File: src/rtl/axi_lite_m.sv
// Single-outstanding AXI4-Lite master: turns one core-side read/write request
// into the matching AXI-Lite channel handshakes and returns a one-cycle response.
module axi_lite_m (
    input  logic        clk,
    input  logic        rst,
    input  logic        req_valid,
    output logic        req_ready,
    input  logic        req_we,
    input  logic [31:0] req_addr,
    input  logic [63:0] req_wdata,
    input  logic [7:0]  req_wstrb,
    output logic        resp_valid,
    output logic [63:0] resp_rdata,
    output logic        resp_err,
    output logic [31:0] araddr,
    output logic        arvalid,
    input  logic        arready,
    input  logic [63:0] rdata,
    input  logic [1:0]  rresp,
    input  logic        rvalid,
    output logic        rready,
    output logic [31:0] awaddr,
    output logic        awvalid,
    input  logic        awready,
    output logic [63:0] wdata,
    output logic [7:0]  wstrb,
    output logic        wvalid,
    input  logic        wready,
    input  logic [1:0]  bresp,
    input  logic        bvalid,
    output logic        bready
);

    localparam logic [2:0] S_IDLE = 3'd0;
    localparam logic [2:0] S_AR   = 3'd1;
    localparam logic [2:0] S_R    = 3'd2;
    localparam logic [2:0] S_AW_W = 3'd3;
    localparam logic [2:0] S_B    = 3'd4;
    localparam logic [2:0] S_RESP = 3'd5;

    logic [2:0]  state_q, state_d;
    logic [31:0] addr_q, addr_d;
    logic [63:0] wdata_q, wdata_d;
    logic [7:0]  wstrb_q, wstrb_d;
    logic [63:0] rdata_q, rdata_d;
    logic        err_q, err_d;
    logic        aw_done_q, aw_done_d;
    logic        w_done_q, w_done_d;

    always_comb begin
        state_d   = state_q;
        addr_d    = addr_q;
        wdata_d   = wdata_q;
        wstrb_d   = wstrb_q;
        rdata_d   = rdata_q;
        err_d     = err_q;
        aw_done_d = aw_done_q;
        w_done_d  = w_done_q;
        case (state_q)
            S_IDLE: begin
                if (req_valid) begin
                    addr_d  = req_addr;
                    wdata_d = req_wdata;
                    wstrb_d = req_wstrb;
                    state_d = req_we ? S_AW_W : S_AR;
                end
            end
            S_AR: begin
                if (arready) state_d = S_AR + 3'd1;
            end
            S_R: begin
                if (rvalid) begin
                    rdata_d = rdata;
                    err_d   = (rresp != 2'b00);
                    state_d = S_RESP;
                end
            end
            S_AW_W: begin
                // A ready seen after its own handshake is harmless: the flag is already set.
                aw_done_d = aw_done_q | awready;
                w_done_d  = w_done_q | wready;
                if (aw_done_d && w_done_d) begin
                    aw_done_d = 1'b0;
                    w_done_d  = 1'b0;
                    state_d   = S_B;
                end
            end
            S_B: begin
                if (bvalid) begin
                    err_d   = (bresp != 2'b00);
                    state_d = S_RESP;
                end
            end
            S_RESP:  state_d = S_IDLE;
            default: state_d = S_IDLE;
        endcase
    end

    always_ff @(posedge clk or posedge rst) begin
        if (rst) begin
            state_q   <= S_IDLE;
            addr_q    <= '0;
            wdata_q   <= '0;
            wstrb_q   <= '0;
            rdata_q   <= '0;
            err_q     <= 1'b0;
            aw_done_q <= 1'b0;
            w_done_q  <= 1'b0;
        end else begin
            state_q   <= state_d;
            addr_q    <= addr_d;
            wdata_q   <= wdata_d;
            wstrb_q   <= wstrb_d;
            rdata_q   <= rdata_d;
            err_q     <= err_d;
            aw_done_q <= aw_done_d;
            w_done_q  <= w_done_d;
        end
    end

    // Every output is a register or a decode of state, never a slave input.
    assign req_ready  = (state_q == S_IDLE);
    assign arvalid    = (state_q == S_AR);
    assign araddr     = addr_q;
    assign rready     = (state_q == S_R);
    assign awvalid    = (state_q == S_AW_W) && !aw_done_q;
    assign awaddr     = addr_q;
    assign wvalid     = (state_q == S_AW_W) && !w_done_q;
    assign wdata      = wdata_q;
    assign wstrb      = wstrb_q;
    assign bready     = (state_q == S_B);
    assign resp_valid = (state_q == S_RESP);
    assign resp_rdata = rdata_q;
    assign resp_err   = err_q;

endmodule

File: config.mk
export PLATFORM = sky130hd
export DESIGN_NAME = axi_lite_m
export DESIGN_NICKNAME = d
export VERILOG_FILES = /design/src/rtl/axi_lite_m.sv
export SDC_FILE = /design/constraint.sdc
export NUM_CORES = 1
export LEC_CHECK = 0
export CORE_AREA = 5 5 149 151
export CTS_BUF_LIST = sky130_fd_sc_hd__clkbuf_4
export DETAILED_ROUTE_END_ITERATION = 7
export DIE_AREA = 0 0 154 156
export GPL_ROUTABILITY_DRIVEN = 0
export GPL_TIMING_DRIVEN = 1
export PLACE_DENSITY_LB_ADDON = 0.15
export SYNTH_ARGS = -nofsm -noshare
export SYNTH_HDL_FRONTEND = slang
export SYNTH_SLANG_ARGS = --single-unit
File: constraint.sdc
create_clock -name clk -period 5.8 [get_ports clk]
set_clock_uncertainty 0.2 [all_clocks]
set_input_delay 0.87 -clock clk [delete_from_list [all_inputs] [get_ports clk]]
set_output_delay 0.87 -clock clk [all_outputs]
set_load 0.01 [all_outputs]
Yosys cells after proc, flatten, opt, wreduce, memory -nomap -nowiden

Cells that the tools add are included.

Register bits: 174
Input bits: 181
Output and inout bits: 208
Word-level logic and storage cells: 45

Equality and inequality tests: 10
Mux-type cells: 12
Bitwise logic cells: 2
Reduce and logical (&&, ||, !) cells: 13

Operator list:

| cell                                                                     | count |
|---|---|
| 3-bit two-way mux                                                        | 5 |
| 3-bit one-hot mux with 5 select lines                                    | 1 |
| 2-bit inequality test (second input constant)                            | 4 |
| 3-bit by 2-bit == test with 1-bit output (second input constant)         | 2 |
| 3-bit == test (second input constant)                                    | 2 |
| 2-bit nonzero test                                                       | 3 |
| 5-bit AND reduction                                                      | 1 |
| 1-bit two-way mux                                                        | 4 |
| 2-bit AND reduction                                                      | 2 |
| 3-bit by 1-bit == test with 1-bit output (second input constant)         | 1 |
| 1-bit logical AND                                                        | 3 |
| 3-bit zero test                                                          | 1 |
| 3-bit AND reduction                                                      | 1 |
| 1-bit zero test                                                          | 2 |
| 2-bit two-way mux                                                        | 1 |
| 2-bit by 1-bit inequality test with 1-bit output (second input constant) | 1 |
| 1-bit bitwise OR                                                         | 2 |
| 1-bit one-hot mux with 2 select lines                                    | 1 |

Logic depth before layout (Yosys ltp)

Depth after elaboration: 4
Mapped depth: 6
Depth with buffers taken out: 3

Worst setup path before layout

No wires, ideal clock.

Kind: input to register
Start point: in rvalid
End point: reg rdata_q[0] (netlist: resp_rdata[0])
Setup time: 0.125 ns
Arrival: 1.835 ns
Data required time: 5.475 ns
Path slack: 3.640 ns
Stages on the path: 4
Buffers on the path: 1
Cell sequence: nand3b_1 -> nor2_2 -> buf_4 -> mux2_2

Longest elaborated chain between the ends: 1

RTL lines:

| element                       | line | RTL |
|---|---|---|
| start, declared               | 20   | `input logic rvalid,` |
| 2-bit AND reduction (no line) | -    |  |
| end signal, assigned          | 114  | `rdata_q <= rdata_d;` |
| end, declared                 | 45   | `logic [63:0] rdata_q, rdata_d;` |

Every way passes these cells.
A chain may end at the register's enable or synchronous reset.

Final worst setup path

Start point: reg state_q[0]
End point: out awvalid

Longest elaborated chain between the ends: 2

RTL lines:

| element                                  | line | RTL |
|---|---|---|
| start, declared                          | 41   | `logic [2:0] state_q, state_d;` |
| start signal, assigned                   | 110  | `state_q <= state_d;` |
| 3-bit by 2-bit == test with 1-bit output | 126  | `assign awvalid = (state_q == S_AW_W) && !aw_done_q;` |
| 1-bit logical AND                        | 126  |  |
| end, declared                            | 23   | `output logic awvalid,` |

Every way passes these cells.

==> results by group <==
Run status
  • Status: finished, final reports clean

Setup path
  • Critical Path RT: between 4000 and 5000 ps
  • CP arrival: 2150 ps
  • Slowest stage cell, crit path: dfrtp_1
  • Setup CP Type: reg2out
  • CP Launch Type: register
  • CP cell instances: nand3b_1, nor2_1, clkdlybuf4s50_1
  • CP endpoint kind: output pin
  • Max Fanout on Critical Path: 15
  • Largest stage delay on the critical path: 680 ps

Logic synthesis
  • Synthesis Warnings: 0
  • Syn_nets: ~600
  • Mapped Avg Cell Area: roughly 16 sq um
  • Synth top area share: 0.631
  • Top post-synthesis cells by area: dfrtp_1 (63%), mux2_2 (26%), buf_4 (4.1%)
  • Post-synthesis cell count: between 400 and 500
  • Synth cell types: 24
  • Seq cells post-synth: 174
  • Synth area leader: dfrtp_1
  • Sequential area share after synthesis: 0.631
  • Cell Area, Synth: around 0.0069 sq mm

Detailed routing
  • Drt drc: 0
  • DR top layer: met4
  • Routed WL: 20.0 mm
  • Routed vias: just under 5000
  • TritonRoute pass-1 iters: 4
  • Final ANT Viol Nets: 0
  • Met2 wire length: approximately 10 mm
  • Post-Route M1 WL: 7.09 mm
  • WL per Instance: between 15 and 20 microns
  • WL met3: between 2 and 2.5 mm
  • Via-per-instance ratio: 4.52
  • Iter 0 DRT Violations: 140

STA
  • Final hold vios: 0
  • Worst slew margin: 0.342
  • Fmax achieved: slightly above 0.3 GHz
  • Slew @ Worst Pin: between 900 and 1000 ps
  • Tmin final: roughly 3200 ps
  • Slew Limit Fails: 0
  • Endpoints failing setup: 0
  • RSZ-0062 raised after global routing: false
  • Post-Route Setup TNS: 0 ps
  • Final period util: 0.556

Finish
  • Share of cells above drive strength 1: 0.247
  • Area Overhead vs Synth: 60.4%
  • Register area: 0.00435 sq mm
  • Final net count: about 980
  • Area of the multi-input gates: roughly 0.0021 sq mm
  • Number of fillers in the final layout: approximately 1800
  • Final Util: 0.535

Floorplan
  • Die extent in y: 156 microns
  • I/O pin total: 389
  • Area of the die: approximately 0.024 sq mm
  • Starting density of the core: 0.334
  • Core area: slightly above 0.02 sq mm
  • Row cnt: 53
  • Horiz. Die Dim: between 150 and 200 microns

Placement
  • DP HPWL: about 16 mm
  • I/O Buffers: between 300 and 400

Pwr
  • VDD IR-drop max: 0.000232 V
  • Pwr/cell area: around 540 mW/mm^2
  • LEAKAGE: between 4 and 5 nW

GRT
  • Antenna violations before repair: 1
  • Vias in the first global route: about 5300
  • Total congestion overflow: 0
  • Overall routing resource usage: 0.161
  • First-pass GRT wire length: slightly above 30 mm
  • Pin count of the biggest net entering global routing: approximately 110

Clock network
  • CTS tree: done
  • # hold bufs at CTS: 0
  • Post-cts resize count: 0
  • Clock edge transition at the registers on the reported setup and hold paths: approximately 140 ps
  • Clk sink count: around 170
  • # Post-CTS Setup Buffers: 0
  • Clock tree root driver cell: clkbuf_4
  • Worst skew pair latency: ~530 ps
  • Clk buf depth: 2
  • CTS Buf Count: 17
  • H-tree depth reported by CTS: 4

Hold path
  • Worst hold path class: reg2reg

Job
  • Max-capacitance violation count: 0
-- metrics by stage --
| stage | hold slack (ps) | setup slack, ps | area (sq um) | total power, mW | std cells |
|---|---|---|---|---|---|
| 2_1_floorplan | 322 | 13.2 | 6900 | 3.64 | 437 |
| 3_3_place_gp | 267 | 2390 | 10800 | 5.29 | 1053 |
| 3_5_place_dp | 274 | 2330 | 10800 | 5.36 | 1053 |
| 4_1_cts | 308 | 2500 | 11100 | 6.08 | 1084 |
| 5_1_grt | 323 | 2360 | 11100 | 6.34 | 1085 |
| 6_report | 301 | 2580 | 11100 | 5.96 | 1085 |
-- synth_stat cells (all sizes together) --
library cell	n
nand3b	4
buf	50
and3	1
and3b	1
a21boi	1
nor2	12
a21oi	5
o22ai	3
o21a	1
inv	3
nor3b	2
a221oi	1
and2	1
nand2b	1
clkbuf	3
mux2i	3
dfrtp	174
nor3	2
mux2	169
-- final cells by class --
class | count | area share
Antenna cell | 1 | 0.000226
Clock buffer | 19 | 0.0129
Clock inverter | 12 | 0.0125
Inverter | 3 | 0.00147
Multi-Input combinational cell | 207 | 0.194
Sequential cell | 174 | 0.393
Tap cell | 275 | 0.0311
Timing Repair Buffer | 394 | 0.355
-- registers in the layout, indices dropped and copies added (netlist names) --
name / count
araddr: 32
resp_err: 1
aw_done_q: 1
resp_rdata: 64
state_q: 3
wdata: 64
wstrb: 8
w_done_q: 1
-- logic make-up after synthesis --
group	after synthesis	synth area share
flip-flops	174	0.631
buffers and inverters	56	0.0596
AO/OA/AOI/OAI	11	0.00979
multiplexers	172	0.280
AND/OR/NAND/NOR	24	0.0196
-- power by group --
part           internal [mW]  leakage (nW)  switching, mW
Combinational           1.95          2.27           1.11
Clock                  0.269         0.153          0.419
Sequential              1.83          2.06          0.384
Total                   4.05          4.48           1.92
-- critical path: cells and delay by family, from the launching register on --
family | cells | cell delay (ps)
flops | 1 | 680
simple gates | 2 | 370
buf+inv | 1 | 580
-- per-layer routing --
| layer | GRT usage | vias up |
|---|---|---|
| met5 | 0 | - |
| met4 | 0.0505 | 0 |
| met3 | 0.0768 | 22 |
| met2 | 0.288 | 250 |
| met1 | 0.168 | 2414 |
| li1 | - | 2218 |
-- final timing paths --
path	from	end	slack (ps)	cells past startpoint
max	state_q[0]	awvalid	2580	3
min	wdata[48]	wdata[48]	300	1
max reg2reg	state_q[2]	resp_rdata[62]	3070	4
min reg2reg	wdata[48]	wdata[48]	300	1
max in group asynchronous	rst	araddr[27]	3530	3
min in group asynchronous	rst	araddr[31]	710	2
-- layout by cell type (no fill, tap or decap) --
cell type / n
a21boi_0: 1
a21oi_1: 5
a221oi_1: 1
and2_4: 1
and3_1: 1
and3b_1: 1
buf_4: 6
bufinv_16: 2
clkbuf_4: 19
clkdlybuf4s50_1: 388
clkinv_2: 3
clkinv_4: 2
clkinvlp_4: 2
dfrtp_1: 174
diode_2: 1
inv_1: 2
inv_6: 2
inv_8: 2
mux2_1: 10
mux2_2: 159
mux2i_1: 3
nand2b_1: 1
nand3b_1: 4
nor2_1: 11
nor2_4: 1
nor3_1: 1
nor3_2: 1
nor3b_1: 2
o21a_1: 1
o22ai_1: 3
No activity file was read; power rests on OpenSTA's default activity.
